## src/rtl/fmdll_pkg.sv

```systemverilog
// Shared encodings for the FMDLL lock controller: FSM states, window decisions
// and the S-versus-N classification helper.
package fmdll_pkg;

  typedef enum logic [1:0] {
    ST_IDLE   = 2'd0,
    ST_SEARCH = 2'd1,
    ST_TRACK  = 2'd2,
    ST_LOCKED = 2'd3
  } state_e;

  typedef enum logic [1:0] {
    DEC_HIT = 2'd0,
    DEC_INC = 2'd1,
    DEC_DEC = 2'd2
  } dec_e;

  // clk_out ran too many cycles -> more delay (INC); too few -> less delay (DEC).
  function automatic dec_e classify(input logic [3:0] s, input logic [3:0] n);
    if (s > n) return DEC_INC;
    if (s < n) return DEC_DEC;
    return DEC_HIT;
  endfunction

endpackage

```

## src/rtl/fmdll_win_sampler.sv

```systemverilog
// Brings the clk_out-domain cycle count into clk_ext, captures it at each window
// end and classifies it against the target N one cycle later.
module fmdll_win_sampler
  import fmdll_pkg::*;
(
  input  logic       clk_ext,
  input  logic       rst,
  input  logic       i_en,
  input  logic [3:0] i_n,
  input  logic [1:0] i_m,
  input  logic [3:0] i_n_counter,
  input  logic [1:0] i_m_counter,
  output logic       o_dec_valid,
  output dec_e       o_dec
);

  logic [3:0] r_n_meta;
  logic [3:0] r_n_sync;
  logic [3:0] r_s;
  logic       r_dec_valid;
  logic       w_win_end;

  // A zero N or M would make the window meaningless, so it never ends.
  assign w_win_end = i_en && (i_m != 2'd0) && (i_n != 4'd0) && (i_m_counter == i_m);

  // NOTE: every register here is updated with <= so all flops sample the
  // pre-edge values; a blocking '=' would collapse the two sync stages into one.
  always_ff @(posedge clk_ext or posedge rst) begin
    if (rst) begin
      r_n_meta    <= '0;
      r_n_sync    <= '0;
      r_s         <= '0;
      r_dec_valid <= 1'b0;
    end else begin
      r_n_meta    <= i_n_counter;
      r_n_sync    <= r_n_meta;
      r_dec_valid <= w_win_end;
      if (w_win_end) r_s <= r_n_sync;
    end
  end

  assign o_dec_valid = r_dec_valid;
  assign o_dec       = classify(r_s, i_n);

endmodule

```

## src/rtl/fmdll_lock_ctrl.sv

```systemverilog
// FMDLL delay-line lock controller: binary search, then +/-1 tracking, then lock.
// Optional FMDLL_LOCK_STAT_EN adds lock_loss_cnt (saturating count of LOCKED->TRACK exits).
module fmdll_lock_ctrl
  import fmdll_pkg::*;
#(
  parameter int CODE_W   = 6,
  parameter int SETTLE   = 2,
  parameter int LOCK_CNT = 4
) (
  input  logic              clk_ext,
  input  logic              rst,
  input  logic              en,
  input  logic [3:0]        N,
  input  logic [1:0]        M,
  input  logic [3:0]        N_counter,
  input  logic [1:0]        M_counter,
  output logic [CODE_W-1:0] dly_code,
  output logic [1:0]        state,
  output logic              locked
`ifdef FMDLL_LOCK_STAT_EN
  ,
  output logic [7:0]        lock_loss_cnt
`endif
);

  localparam int IDX_W = (CODE_W > 1) ? $clog2(CODE_W) : 1;
  localparam int SET_W = $clog2(SETTLE + 1);
  localparam int HIT_W = $clog2(LOCK_CNT + 1);

  localparam logic [CODE_W-1:0] MID_CODE   = {1'b1, {(CODE_W-1){1'b0}}};
  localparam logic [IDX_W-1:0]  IDX_MSB    = IDX_W'(CODE_W - 1);
  localparam logic [SET_W-1:0]  SET_RELOAD = SET_W'(SETTLE - 1);
  localparam logic [HIT_W-1:0]  HIT_LAST   = HIT_W'(LOCK_CNT - 1);

  state_e            r_state, w_state_nxt;
  logic [CODE_W-1:0] r_code,   w_code_nxt, w_trial;
  logic [IDX_W-1:0]  r_idx,    w_idx_nxt;
  logic [SET_W-1:0]  r_settle, w_settle_nxt;
  logic [HIT_W-1:0]  r_hits,   w_hits_nxt;
  logic              r_locked;

  logic w_dec_valid;
  dec_e w_dec;
  logic w_use;

  fmdll_win_sampler u_sampler (
    .clk_ext     (clk_ext),
    .rst         (rst),
    .i_en        (en),
    .i_n         (N),
    .i_m         (M),
    .i_n_counter (N_counter),
    .i_m_counter (M_counter),
    .o_dec_valid (w_dec_valid),
    .o_dec       (w_dec)
  );

  // Only the SETTLE-th decision after a code change reflects the new code.
  assign w_use = w_dec_valid && (r_settle == '0);

  // NOTE: the asynchronous reset initialises every control register; nothing
  // relies on power-up values, so the loop always restarts from mid-scale.
  always_ff @(posedge clk_ext or posedge rst) begin
    if (rst) begin
      r_state  <= ST_IDLE;
      r_code   <= MID_CODE;
      r_idx    <= '0;
      r_settle <= '0;
      r_hits   <= '0;
      r_locked <= 1'b0;
    end else begin
      r_state  <= w_state_nxt;
      r_code   <= w_code_nxt;
      r_idx    <= w_idx_nxt;
      r_settle <= w_settle_nxt;
      r_hits   <= w_hits_nxt;
      r_locked <= (w_state_nxt == ST_LOCKED);
    end
  end

  // NOTE: every always_comb output gets a default first so no path can hold
  // a previous value, which would otherwise infer a latch.
  always_comb begin
    w_state_nxt = r_state;
    if (!en) begin
      w_state_nxt = ST_IDLE;
    end else begin
      case (r_state)
        ST_IDLE:   w_state_nxt = ST_SEARCH;
        ST_SEARCH: if (w_use && r_idx == '0) w_state_nxt = ST_TRACK;
        ST_TRACK:  if (w_use && w_dec == DEC_HIT && r_hits == HIT_LAST) w_state_nxt = ST_LOCKED;
        ST_LOCKED: if (w_use && w_dec != DEC_HIT) w_state_nxt = ST_TRACK;
        default:   w_state_nxt = ST_IDLE;
      endcase
    end
  end

  always_comb begin
    w_code_nxt   = r_code;
    w_idx_nxt    = r_idx;
    w_hits_nxt   = r_hits;
    w_settle_nxt = (w_dec_valid && r_settle != '0) ? r_settle - 1'b1 : r_settle;
    w_trial      = r_code;
    if (!en || r_state == ST_IDLE) begin
      w_code_nxt   = MID_CODE;
      w_idx_nxt    = IDX_MSB;
      w_hits_nxt   = '0;
      w_settle_nxt = SET_RELOAD;
    end else if (w_use) begin
      case (r_state)
        ST_SEARCH: begin
          if (w_dec == DEC_DEC) w_trial[r_idx] = 1'b0;
          if (r_idx != '0) begin
            w_trial[r_idx - 1'b1] = 1'b1;
            w_idx_nxt             = r_idx - 1'b1;
          end else begin
            w_hits_nxt = '0;
          end
          if (w_trial != r_code) w_settle_nxt = SET_RELOAD;
          w_code_nxt = w_trial;
        end
        ST_TRACK, ST_LOCKED: begin
          if (w_dec == DEC_HIT) begin
            if (r_state == ST_TRACK) w_hits_nxt = r_hits + 1'b1;
          end else begin
            // Saturated steps leave the code alone but still restart settling.
            if (w_dec == DEC_INC)
              w_code_nxt = (r_code == '1) ? r_code : r_code + 1'b1;
            else
              w_code_nxt = (r_code == '0) ? r_code : r_code - 1'b1;
            w_hits_nxt   = '0;
            w_settle_nxt = SET_RELOAD;
          end
        end
        default: ;
      endcase
    end
  end

`ifdef FMDLL_LOCK_STAT_EN
  logic [7:0] r_loss_cnt;

  always_ff @(posedge clk_ext or posedge rst) begin
    if (rst)
      r_loss_cnt <= '0;
    else if (r_state == ST_LOCKED && w_state_nxt == ST_TRACK && r_loss_cnt != 8'hFF)
      r_loss_cnt <= r_loss_cnt + 1'b1;
  end

  assign lock_loss_cnt = r_loss_cnt;
`endif

  assign dly_code = r_code;
  assign state    = r_state;
  assign locked   = r_locked;

endmodule

```

## config.mk

```make
export PLATFORM = sky130hd
export DESIGN_NAME = fmdll_lock_ctrl
export DESIGN_NICKNAME = d
export VERILOG_FILES = /design/src/rtl/fmdll_pkg.sv /design/src/rtl/fmdll_win_sampler.sv /design/src/rtl/fmdll_lock_ctrl.sv
export SDC_FILE = /design/constraint.sdc
export NUM_CORES = 1
export LEC_CHECK = 0
export BUFFER_PORTS_ARGS = -buffer_cell sky130_fd_sc_hd__buf_2
export CAP_MARGIN = 15
export CORE_UTILIZATION = 45
export CTS_CLUSTER_SIZE = 10
export DETAILED_ROUTE_END_ITERATION = 10
export GPL_TIMING_DRIVEN = 0
export PLACE_DENSITY_LB_ADDON = 0.05
export SYNTH_ARGS = -nofsm -noshare
export SYNTH_HDL_FRONTEND = slang
export SYNTH_SLANG_ARGS = --single-unit
```

## constraint.sdc

```tcl
create_clock -name clk_ext -period 7.3 [get_ports clk_ext]
set_clock_uncertainty 0.2 [all_clocks]
set_input_delay 2.19 -clock clk_ext [delete_from_list [all_inputs] [get_ports clk_ext]]
set_output_delay 2.19 -clock clk_ext [all_outputs]
set_load 0.01 [all_outputs]
```

* After elaboration in Yosys (flattened, before gate mapping)
Index checks and enable logic that the tools add are counted.
Word-level totals: bits in latches 0, memories 0, bits in writable memories 0, ROM bits 0, logic and storage cells 117, bits in registers 30
Cells by class: equal/unequal tests 15, $add $sub $neg 5, div/mod/pow operators 0, $mul 0, bitwise operators 3, muxes and demuxes 47, order comparisons 6, shift-type cells 0, reduce and logical (&&, ||, !) cells 31
Operators with widths (number):
- 2-to-1 mux 6 bit | 14
- 2-to-1 mux 3 bit | 9
- 2-to-1 mux 2 bit | 13
- != test 4 bit, second input constant | 3
- case mux 6 bit (2 select lines) | 1
- nonzero test 2 bit | 6
- logical AND 1 bit | 11
- equality test 2 bit, second input constant | 4
- < comparator 3 x 4 -> 1 bit, second input constant | 2
- case mux 2 bit (4 select lines) | 1
- adder 6 x 1 -> 6 bit, second input constant | 1
- AND 6 bit | 1
- demux 1 bit (select 3 bit) | 2
- equality test 6 bit, second input constant | 1
- greater-or-equal comparator 3 x 1 -> 1 bit, second input constant | 2
- logical NOT 2 bit | 3
- logical NOT 6 bit | 1
- != test 3 bit, second input constant | 2
- != test 6 bit | 1
- NOT 6 bit | 1
- OR 6 bit | 1
- case mux 3 bit (2 select lines) | 1
- nonzero test 3 bit | 2
- subtractor 6 x 1 -> 6 bit, second input constant | 1
- 18 further kinds | 23

* Depth between registers and ports, before layout
Gate-level depths: netlist (run 1).
depth after elaboration 20, gate-level depth with buffers 14, gate-level depth less buffers 14

* Cells and area by module
A second synthesis (run 1) with hierarchy kept.
Second synthesis, totals: cell total of the unflattened synthesis 204, area total of the unflattened synthesis 1988.2 µm²
By module, submodules not included:
- fmdll_lock_ctrl | times used 1, cells an instance 165, area each 1423.9 µm²
- fmdll_win_sampler | times used 1, cells an instance 39, area each 564.3 µm²

* Worst setup path after synthesis (run 1)
OpenSTA, ideal clock, no wires.
path kind in2reg, from input port N[1], to register r_code[5] (netlist: dly_code[5]), setup time 0.088 ns, buffers on the path 0, stages 13, required time 7.012 ns, arrival time 4.596 ns, path slack 2.416 ns, path through inv_1 ha_1 nor2b_1 o211ai_1 nand2_1 nand2_1 ha_1 a21o_2 o21ba_2 o22ai_1 mux2i_1 nand2_1 a221oi_2
On the way: longest elaborated chain between the ends 18
Ends and longest elaborated chain:
- start: declaration | line fmdll_lock_ctrl.sv:13 | input logic [3:0] N,
- < comparator 4 bit | line fmdll_pkg.sv:21 | if (s < n) return DEC_DEC;
- 2-to-1 mux 1 bit (2 in series) | line fmdll_pkg.sv:21
- 2-to-1 mux 2 bit | line fmdll_pkg.sv:22 | return DEC_HIT;
- 2-to-1 mux 2 bit * | line fmdll_pkg.sv:21
- equality test 2 bit | line fmdll_lock_ctrl.sv:112 | if (w_dec == DEC_DEC) w_trial[r_idx] = 1'b0;
- 2-to-1 mux 6 bit | line fmdll_lock_ctrl.sv:112
- 2-to-1 mux 6 bit | line fmdll_lock_ctrl.sv:110 | case (r_state)
- 2-to-1 mux 6 bit | line fmdll_lock_ctrl.sv:109 | end else if (w_use) begin
- 2-to-1 mux 6 bit | line fmdll_lock_ctrl.sv:104 | if (!en || r_state == ST_IDLE) begin
- OR 6 bit (no source line)
- 2-to-1 mux 6 bit | line fmdll_lock_ctrl.sv:113 | if (r_idx != '0) begin
- 2-to-1 mux 6 bit | line fmdll_lock_ctrl.sv:110
- 2-to-1 mux 6 bit | line fmdll_lock_ctrl.sv:109
- 2-to-1 mux 6 bit | line fmdll_lock_ctrl.sv:104
- case mux 6 bit (2 select lines) | line fmdll_lock_ctrl.sv:110
- 2-to-1 mux 6 bit | line fmdll_lock_ctrl.sv:109
- 2-to-1 mux 6 bit | line fmdll_lock_ctrl.sv:104
- end signal: assignment | line fmdll_lock_ctrl.sv:73 | r_code <= w_code_nxt;
- end: declaration | line fmdll_lock_ctrl.sv:36 | logic [CODE_W-1:0] r_code, w_code_nxt, w_trial;
Every way passes the cells marked *; elsewhere a longest branch is shown, timed or not. The select of a mux whose other input is x is not followed. A chain may end at the register's enable or synchronous reset.

* Final worst setup path (run 1)
Ends and elaborated chain as after synthesis.

==> results of run 1 <==
==> per-layer routing <==
metal  track usage, %  wire, µm
met5                0         0
met4             8.07        57
met3             5.76       215
met2             38.6      2310
met1             30.8      2220
==> cells in the final DEF (no fill, tap or decap), drive strengths merged, types with 4 or more instances in the layout <==
cell / synthesis / final
a21oi: 16 / 16
a31oi: 5 / 5
buf: 5 / 28
clkbuf: 2 / 7
dfrtp: 29 / 29
ha: 13 / 13
inv: 20 / 20
mux2i: 6 / 6
nand2: 17 / 17
nand4: 4 / 4
nor2: 16 / 16
o21ai: 11 / 11
o31ai: 4 / 4
o41ai: 4 / 4
xnor2: 4 / 4
==> state kept, by name, indices dropped and copies added (netlist names) <==
| signal | flops |
|---|---|
| r_hits | 3 |
| dly_code | 6 |
| r_settle | 2 |
| u_sampler.r_n_sync | 4 |
| locked | 1 |
| r_idx | 3 |
| u_sampler.r_s | 4 |
| state | 2 |
| u_sampler.r_n_meta | 4 |
| u_sampler.o_dec_valid | 1 |
==> worst max path at each step <==
| stage | endpoint | cells after the start |
|---|---|---|
| floorplan | dly_code[5] | 13 |
| global placement | dly_code[5] | 14 |
| detailed placement | dly_code[5] | 14 |
| CTS | dly_code[5] | 14 |
| global route | dly_code[5] | 14 |
| finish | dly_code[5] | 14 |
==> power groups by stage <==
stage | Combinational, mW | Sequential [mW] | Clock [mW]
detailed placement | 0.126 | 0.190 | 0
floorplan | 0.0959 | 0.188 | 0
CTS | 0.127 | 0.187 | 0.169
global route | 0.145 | 0.188 | 0.178
finish | 0.129 | 0.187 | 0.166
global placement | 0.120 | 0.189 | 0
==> worst max-delay path: cells and delay by family <==
kind                       cells  cell delay, ps
buffers and inverters          2             130
AOI/OAI and AO/OA              5            1230
and+or+nand+nor                4             730
muxes                          1             240
adders and majority gates      2             590
==> layout make-up <==
class	count	area, µm²	area share, %
plain buffers	7	61.3	2.67
clock buffers	5	68.8	2.99
clock inverters	3	40.0	1.74
inverters	20	75.1	3.26
multi-input cells	156	1110	48.3
flip-flops and latches	30	752	32.7
well taps	50	62.6	2.72
repair buffers	23	130	5.66
==> cells by family after synthesis <==
| logic type | synth area share, % |
|---|---|
| flip-flops | 37.6 |
| buffers and inverters | 6.82 |
| AND/OR/NAND/NOR | 15.6 |
| adder cells (fa/ha/maj) | 9.14 |
| XOR/XNOR | 2.19 |
| multiplexers | 4.70 |
| AO/OA/AOI/OAI | 23.9 |
==> run metrics, run 1 <==
result of the run=finished, final reports clean; Internal=332 µW; arrival time at the worst endpoint=5110 ps; clock group share of total power=34.4%; starting utilization of the core area=48.2%; number of buffers between clock root and the deepest sink=2; area added between synthesis and finish=15.1%; Hold Buf Count CTS=0; antenna cells=0; post-synthesis sequential element count=30; die outline area=4710 µm²; fin crit share=70.0%; hold path depth=0; min-delay worst type=register to register; Post-synth ARST share=100%; TritonCTS clock tree=done; number of max-capacitance violations reported=0; number of enable flip-flop cells after synthesis=0; Final Total Pwr=482 µW; post-detailed-route via-to-cell ratio=5.95; net count after synthesis=242; clock slew at reported path FFs=70 ps; part of the Yosys area used for sequential elements=37.6%; switching power summed over all nets=149 µW; most repeated cell in the gate-level netlist after synthesis=dfrtp_1; final hold violation count=0; Synth top cells by count=dfrtp_1 (29), inv_1 (20), a21oi_1 (16), nand2_1 (16), nor2_1 (16); power density cells=209 nW/µm²; Skew-Pair Late Insertion Delay=290 ps; startpoint class of the critical path=input port; unrepaired setup endpoints after global routing=false; count of antenna-violating nets left after detailed routing=0; top fanout value on the critical path=6; cells after synthesis=213; via total after detailed routing=1748; Combinational Power Share=26.8%; Horiz. Die Dim=68.6 µm; setup ws final=2190 ps; area share of the largest cell type after synthesis=36.3%; reg2reg path depth=12; Filler Cells Inserted=389; Fmax achieved=196 MHz; Max VDD drop=0.000137 V; largest cells by area after synthesis=dfrtp_1 (36%), ha_1 (8.1%), a21oi_1 (4.0%); final wirelength=4.80 mm; wire length of the first global-routing pass=8.06 mm; number of pins exceeding their max-slew limit in the final report=0; core utilization of the finished layout=55.5%; IO Port Bufs=22; setup fix buffers added after clock tree synthesis=0; startpoint of the lowest-slack register-to-register path=u_sampler.r_s[1]; primary flip-flop cell chosen by synthesis mapping=dfrtp_1; number of global-route vias before repair=1687; peak per-stage delay on the critical path=340 ps; All-Layer GR Usage=23.8%; count of pins on the block boundary=24; cell at the slowest stage of the critical path=o22ai_1; Sequential Power Share=38.8%; count of non-filler cells in the finished layout=294; endpoints failing setup=0; cell breakdown of the critical path=buf_2 -> inv_1 -> ha_1 -> nor2b_1 -> o211ai_1 -> nand2_1 -> nand2_1 -> ha_1 -> a21o_2 -> o21ba_2 -> o22ai_1 -> mux2i_1 -> nand2_1 -> a221oi_2; number of DRC markers in iteration 0=101; total of cells resized after clock tree synthesis=0; Register-to-Register Setup Slack=3840 ps; sort of element at the end of the critical path=register; detailed-route wire length per cell=16.3 µm; leakage=1.11 nW; pre-CTS worst setup slack=1920 ps; Cell Area, Placed=2170 µm²; total overflow reported by the global router=0; Worst Hold Slack=150 ps; fraction of final layout cells with drive strength greater than 1=21.7%; total number of placement rows=23; clock root buffer=clkbuf_8; die height=68.6 µm; dominant cell type by area after synthesis=dfrtp_1; number of buffers added by the clock tree synthesis step=5; Data required, critical path=7300 ps; RD Place Congestion=0.941; CTS H-tree lvls=2; Net count, final=272; largest net degree at the start of global routing=31; Std-Cell Core Area=4140 µm²; # clock sinks=30; post-synthesis cell area=2000 µm²; Unique masters post-synth=55; library cell appearing most often on the critical path=nand2_1; switching portion of total power=31.0%; Post-Layout Inst Area=2300 µm²; worst max-slew margin expressed relative to the limit=64.0%; Crit. Startpoint=N[1]; critical register-to-register path endpoint=dly_code[5]; Final Critical Period=5110 ps; Endpoint, Worst Hold=u_sampler.r_n_sync[2]; type of the worst setup path=input port to register; yosys warns=0; number of antenna violations at the first check in global routing=0; slew of the pin with the lowest slew margin=538 ps; number of iterations in the first detailed-routing pass=4; average cell area after synthesis=9.38 µm²; sum of negative setup slack=0 ps; Hold Path Origin=u_sampler.r_n_meta[2]; HPWL after DPL=3.54 mm; count of unresolved DRC violations after routing=0; placed cell count=285
Power figures use the tool's default switching activity.
==> run 2, diff against run 1 <==
Clock period 7.3 ns to 4.2 ns, I/O delays scaled along.
==> run metrics, run 2 (synthesis gave the netlist of run 1 again) <==
result of the run=finished, final reports clean; sum of negative setup slack=0 ps (unchanged); startpoint class of the critical path=input port; setup ws final=235 ps (-1960 ps); area taken by flip-flops and latches=752 µm² (unchanged); detailed-route wire length per cell=16.2 µm (-0.60%); number of max-capacitance violations reported=0 (unchanged); starting utilization of the core area=48.2% (unchanged); Hold Buf Count CTS=0 (unchanged); Final Critical Period=3970 ps; sort of element at the end of the critical path=register; area added between synthesis and finish=15.5%; TritonCTS clock tree=done; most frequent standard cell in the layout excluding fill and tap cells=dfrtp_1; total number of placement rows=23 (unchanged); number of global-route vias before repair=1687 (unchanged); Horiz. Die Dim=68.6 µm (unchanged); Net count, final=272 (unchanged); Endpoint, Worst Hold=u_sampler.r_n_sync[2]; Fmax achieved=252 MHz; antenna cells=0 (unchanged); # clock sinks=30 (unchanged); number of buffers between clock root and the deepest sink=2 (unchanged); slew of the pin with the lowest slew margin=538 ps (-0.332 ps); number of antenna violations at the first check in global routing=0 (unchanged); Cell Area, Placed=2170 µm² (unchanged); Worst Hold Slack=150 ps (+0.156 ps); fin crit share=94.4%; die height=68.6 µm (unchanged); count of antenna-violating nets left after detailed routing=0 (unchanged); pre-CTS worst setup slack=-250 ps (-2170 ps); Filler Cells Inserted=387 (-0.51%); Post-Layout Inst Area=2310 µm² (+0.38%); endpoints failing setup=0 (unchanged); unrepaired setup endpoints after global routing=false; number of DRC markers in iteration 0=107 (+5.9%); worst max-slew margin expressed relative to the limit=64.0% (about the same); Std-Cell Core Area=4140 µm² (unchanged); number of pins exceeding their max-slew limit in the final report=0 (unchanged); CTS H-tree lvls=2 (unchanged); largest net degree at the start of global routing=31 (unchanged); top library cells by usage in the layout, fill and taps aside=dfrtp_1 (29), buf_2 (23), inv_1 (20); wire length of the first global-routing pass=8.06 mm (unchanged); Crit. Startpoint=N[1]; power density cells=364 nW/µm² (+74%); Data required, critical path=4200 ps (-3100 ps); top fanout value on the critical path=6 (unchanged); final wirelength=4.77 mm (-0.60%); RD Place Congestion=0.941 (unchanged); IO Port Bufs=22 (unchanged); startpoint of the lowest-slack register-to-register path=u_sampler.r_s[1]; final hold violation count=0 (unchanged); critical register-to-register path endpoint=dly_code[5]; clock root buffer=clkbuf_8; HPWL after DPL=3.54 mm (unchanged); via total after detailed routing=1737 (-0.63%); number of iterations in the first detailed-routing pass=4 (unchanged); arrival time at the worst endpoint=3960 ps (-1150 ps); count of pins on the block boundary=24 (unchanged); hold path depth=0 (unchanged); Hold Path Origin=u_sampler.r_n_meta[2]; clock slew at reported path FFs=70 ps (about the same); min-delay worst type=register to register; combined area of the multi-input logic cells=1120 µm² (+0.79%); fraction of final layout cells with drive strength greater than 1=22.5% (+0.82 points); die outline area=4710 µm² (unchanged); Max VDD drop=0.000240 V (+75%); All-Layer GR Usage=23.8% (unchanged); count of unresolved DRC violations after routing=0 (unchanged); post-detailed-route via-to-cell ratio=5.91 (-0.63%); total overflow reported by the global router=0 (unchanged); type of the worst setup path=input port to register; leakage=1.12 nW (+0.55%); flip-flop count of the largest register, all copies and words added=6 (unchanged); number of buffers added by the clock tree synthesis step=5 (unchanged); Register-to-Register Setup Slack=950 ps (-2890 ps); Skew-Pair Late Insertion Delay=280 ps (about the same); reg2reg path depth=12 (unchanged)
==> run 2: metal layers <==
layer	vias up	GRT usage (%)	wire length, µm
met5	-	0	0
met4	0	8.07	57
li1	847	-	-
met2	46	38.6	2290
met3	6	5.76	208
met1	838	30.8	2220
==> run 2: cell type report <==
cell class | instances | share of cell area (%)
clock inverter | 3 | 1.73
multi-input combinational | 156 | 48.5
buffer | 7 | 2.66
tap | 50 | 2.71
sequential | 30 | 32.6
clock buffer | 5 | 2.98
timing repair buffer | 23 | 5.64
inverter | 20 | 3.25
==> run 2: critical path, cell delays in order <==
cell and delay (ps):
buf_2 90, inv_1 40, ha_1 320, nor2b_1 170
o211ai_1 250, nand2_1 230, nand2_2 200, ha_1 250
a21o_2 220, o21ba_2 210, o22ai_2 210, mux2i_1 220
nand2_1 80, a221oi_2 220
==> run 2: power by group <==
part | internal, mW | switching, mW | total, mW
sequential | 0.309 | 0.0151 | 0.324
clock | 0.174 | 0.114 | 0.288
combinational | 0.0965 | 0.132 | 0.229
total | 0.580 | 0.261 | 0.841
==> run 2: how the worst max path moves through the flow <==
stage	end	slack, ps	cells after the start
after floorplan	dly_code[5]	250	13
after global placement	dly_code[5]	-160	14
after detailed placement	dly_code[5]	-250	14
after CTS	dly_code[5]	40	14
after global routing	dly_code[5]	50	14
final	dly_code[5]	230	14
==> run 2: metrics by stage <==
step,power [mW],utilization [%],instances
detailed placement,0.550,52.4,285
global placement,0.538,52.4,285
floorplan,0.493,-,213
CTS,0.840,55.0,293
global route,0.894,55.7,294
finish,0.841,55.7,294
==> run 2: timing repair <==
action	in CTS	in global routing
resized for setup	0	2
setup endpoints to repair	0	1
buffers inserted	0	0
==> run 3, diff against run 2 <==
Settings changed: BUFFER_PORTS_ARGS -buffer_cell sky130_fd_sc_hd__buf_2 to not set, CORE_MARGIN set to 5, DONT_BUFFER_PORTS set to 1, SLEW_MARGIN set to 15.
==> run metrics, run 3 (synthesis gave the netlist of run 1 again) <==
result of the run=finished, final reports clean; endpoints failing setup=0 (unchanged); core utilization of the finished layout=50.1% (-5.6 points); slew of the pin with the lowest slew margin=605 ps (+67.1 ps); worst max-slew margin expressed relative to the limit=59.6% (-4.4 points); Post-Layout Inst Area=2160 µm² (-6.2%); RD Place Congestion=0.876 (-6.9%); min-delay worst type=register to register; final wirelength=4.70 mm (-1.6%); count of antenna-violating nets left after detailed routing=0 (unchanged); type of the worst setup path=input port to register; starting utilization of the core area=46.2% (-2.0 points); startpoint class of the critical path=input port; combined area of the multi-input logic cells=1120 µm² (-0.22%); number of buffers between clock root and the deepest sink=2 (unchanged); top library cells by usage in the layout, fill and taps aside=dfrtp_1 (29), inv_1 (19), nor2_1 (16), nand2_1 (16), a21oi_1 (16); power density cells=363 nW/µm² (-0.34%); Filler Cells Inserted=426 (+10%); HPWL after DPL=3.62 mm (+2.2%); Std-Cell Core Area=4320 µm² (+4.3%); library cell appearing most often on the critical path=nand2_1; area taken by flip-flops and latches=752 µm² (unchanged); total overflow reported by the global router=0 (unchanged); Cell Area, Placed=2060 µm² (-5.0%); die height=76.6 µm (+12%); # clock sinks=30 (unchanged); placed cell count=265 (-7.0%); number of buffer and inverter stages on the critical path=1 (-1); number of iterations in the first detailed-routing pass=4 (unchanged); die outline area=5870 µm² (+25%); sort of element at the end of the critical path=register; number of pins exceeding their max-slew limit in the final report=0 (unchanged); area added between synthesis and finish=8.33%; clock root buffer=clkbuf_8; Hold Buf Count CTS=0 (unchanged); top fanout value on the critical path=6 (unchanged); post-detailed-route via-to-cell ratio=5.97 (+1.0%); cell at the slowest stage of the critical path=ha_1; most frequent standard cell in the layout excluding fill and tap cells=dfrtp_1; leakage=1.00 nW (-10%); Final Critical Period=3980 ps (+17.9 ps); Skew-Pair Late Insertion Delay=290 ps (about the same); number of DRC markers in iteration 0=118 (+10%); wire length of the first global-routing pass=8.14 mm (+1.0%); All-Layer GR Usage=17.0% (-6.8 points); largest net degree at the start of global routing=31 (unchanged); number of max-capacitance violations reported=0 (unchanged); arrival time at the worst endpoint=3970 ps (about the same); CTS H-tree lvls=2 (unchanged); Data required, critical path=4190 ps (about the same); clock slew at reported path FFs=70 ps (about the same); peak per-stage delay on the critical path=310 ps (about the same); final hold violation count=0 (unchanged); TritonCTS clock tree=done; number of buffers added by the clock tree synthesis step=5 (unchanged); total number of placement rows=24 (+4.3%); via total after detailed routing=1629 (-6.2%); cell breakdown of the critical path=inv_1 -> ha_1 -> nor2b_1 -> o211ai_1 -> nand2_1 -> nand2_1 -> ha_1 -> a21o_2 -> o21ba_2 -> o22ai_2 -> mux2i_1 -> nand2_1 -> a221oi_2; count of pins on the block boundary=24 (unchanged); antenna cells=0 (unchanged); unrepaired setup endpoints after global routing=false; detailed-route wire length per cell=17.2 µm (+6.0%); Horiz. Die Dim=76.6 µm (+12%); count of non-filler cells in the finished layout=273 (-7.1%); Max VDD drop=0.000209 V (-13%); Fmax achieved=251 MHz (-0.45%); cell type group with the largest total delay on the critical path=compound AO/OA/AOI/OAI gates; count of unresolved DRC violations after routing=0 (unchanged); fraction of final layout cells with drive strength greater than 1=14.5% (-8.1 points); IO Port Bufs=0 (-100%); number of antenna violations at the first check in global routing=0 (unchanged); number of global-route vias before repair=1662 (-1.5%); Net count, final=249 (-8.5%); flip-flop count of the largest register, all copies and words added=6 (unchanged); fin crit share=94.8% (+0.43 points)
## run 3: changes by cell type in the layout (fill, tap and decap cells not counted), sizes merged
cell / previous run / this run
buf: 28 / 5
bufinv: 1 / 0
clkbuf: 7 / 8
clkinv: 2 / 1
clkinvlp: 0 / 1
## run 3: power breakdown
group / switching, mW / leakage [nW] / internal, mW
clock: 0.114 / 0.0472 / 0.131
sequential: 0.0181 / 0.370 / 0.309
combinational: 0.126 / 0.587 / 0.0872
## run 3: what timing repair did
| action | in CTS | in global routing |
|---|---|---|
| buffers inserted | 0 | 0 |
| resized for setup | 0 | 1 |
| endpoints found under the setup margin | 0 | 1 |
## run 3: per-stage QoR
stage / total power, mW / setup slack (ps) / TNS, ps / hold WS (ps)
floorplan: 0.493 / 246 / 0 / 131
global placement: 0.530 / -60.2 / -60.2 / 133
detailed placement: 0.542 / -178 / -215 / 148
CTS: 0.787 / 98.6 / 0 / 163
global route: 0.839 / 2.30 / 0 / 172
finish: 0.786 / 217 / 0 / 157
## run 3: layer usage
layer,vias up,GRT usage (%),wire length [µm]
li1,800,-,-
met1,775,22.0,2060
met2,48,26.4,2250
met3,6,6.03,335
met4,0,5.77,57
met5,-,0,0
## run 3: worst paths after layout
check,from,end,slack (ps),depth (start not counted)
setup / recovery,N[1],dly_code[5],220,13
hold / removal,u_sampler.r_n_meta[2],u_sampler.r_n_sync[2],160,0
setup reg to reg,u_sampler.r_s[1],dly_code[5],840,12
hold reg to reg,u_sampler.r_n_meta[2],u_sampler.r_n_sync[2],160,0
max in group asynchronous,rst,u_sampler.r_n_meta[1],2680,1
min in group asynchronous,rst,r_hits[2],720,1
## run 3: final cells by class
cell class              count  area share, %
clock buffers               6           3.82
inverters                  20           3.47
well taps                  52           3.01
flip-flops and latches     30           34.7
plain buffers               7           2.83
clock inverters             2          0.578
multi-input cells         156           51.6
## run 3: worst register-to-register path, stage by stage (launching register included)
cell	delay, ps
dfrtp_1	380
ha_1	310
nor2b_1	170
o211ai_1	260
nand2_1	240
nand2_1	270
ha_1	280
a21o_2	220
o21ba_2	210
o22ai_2	190
mux2i_1	220
nand2_1	80
a221oi_2	240
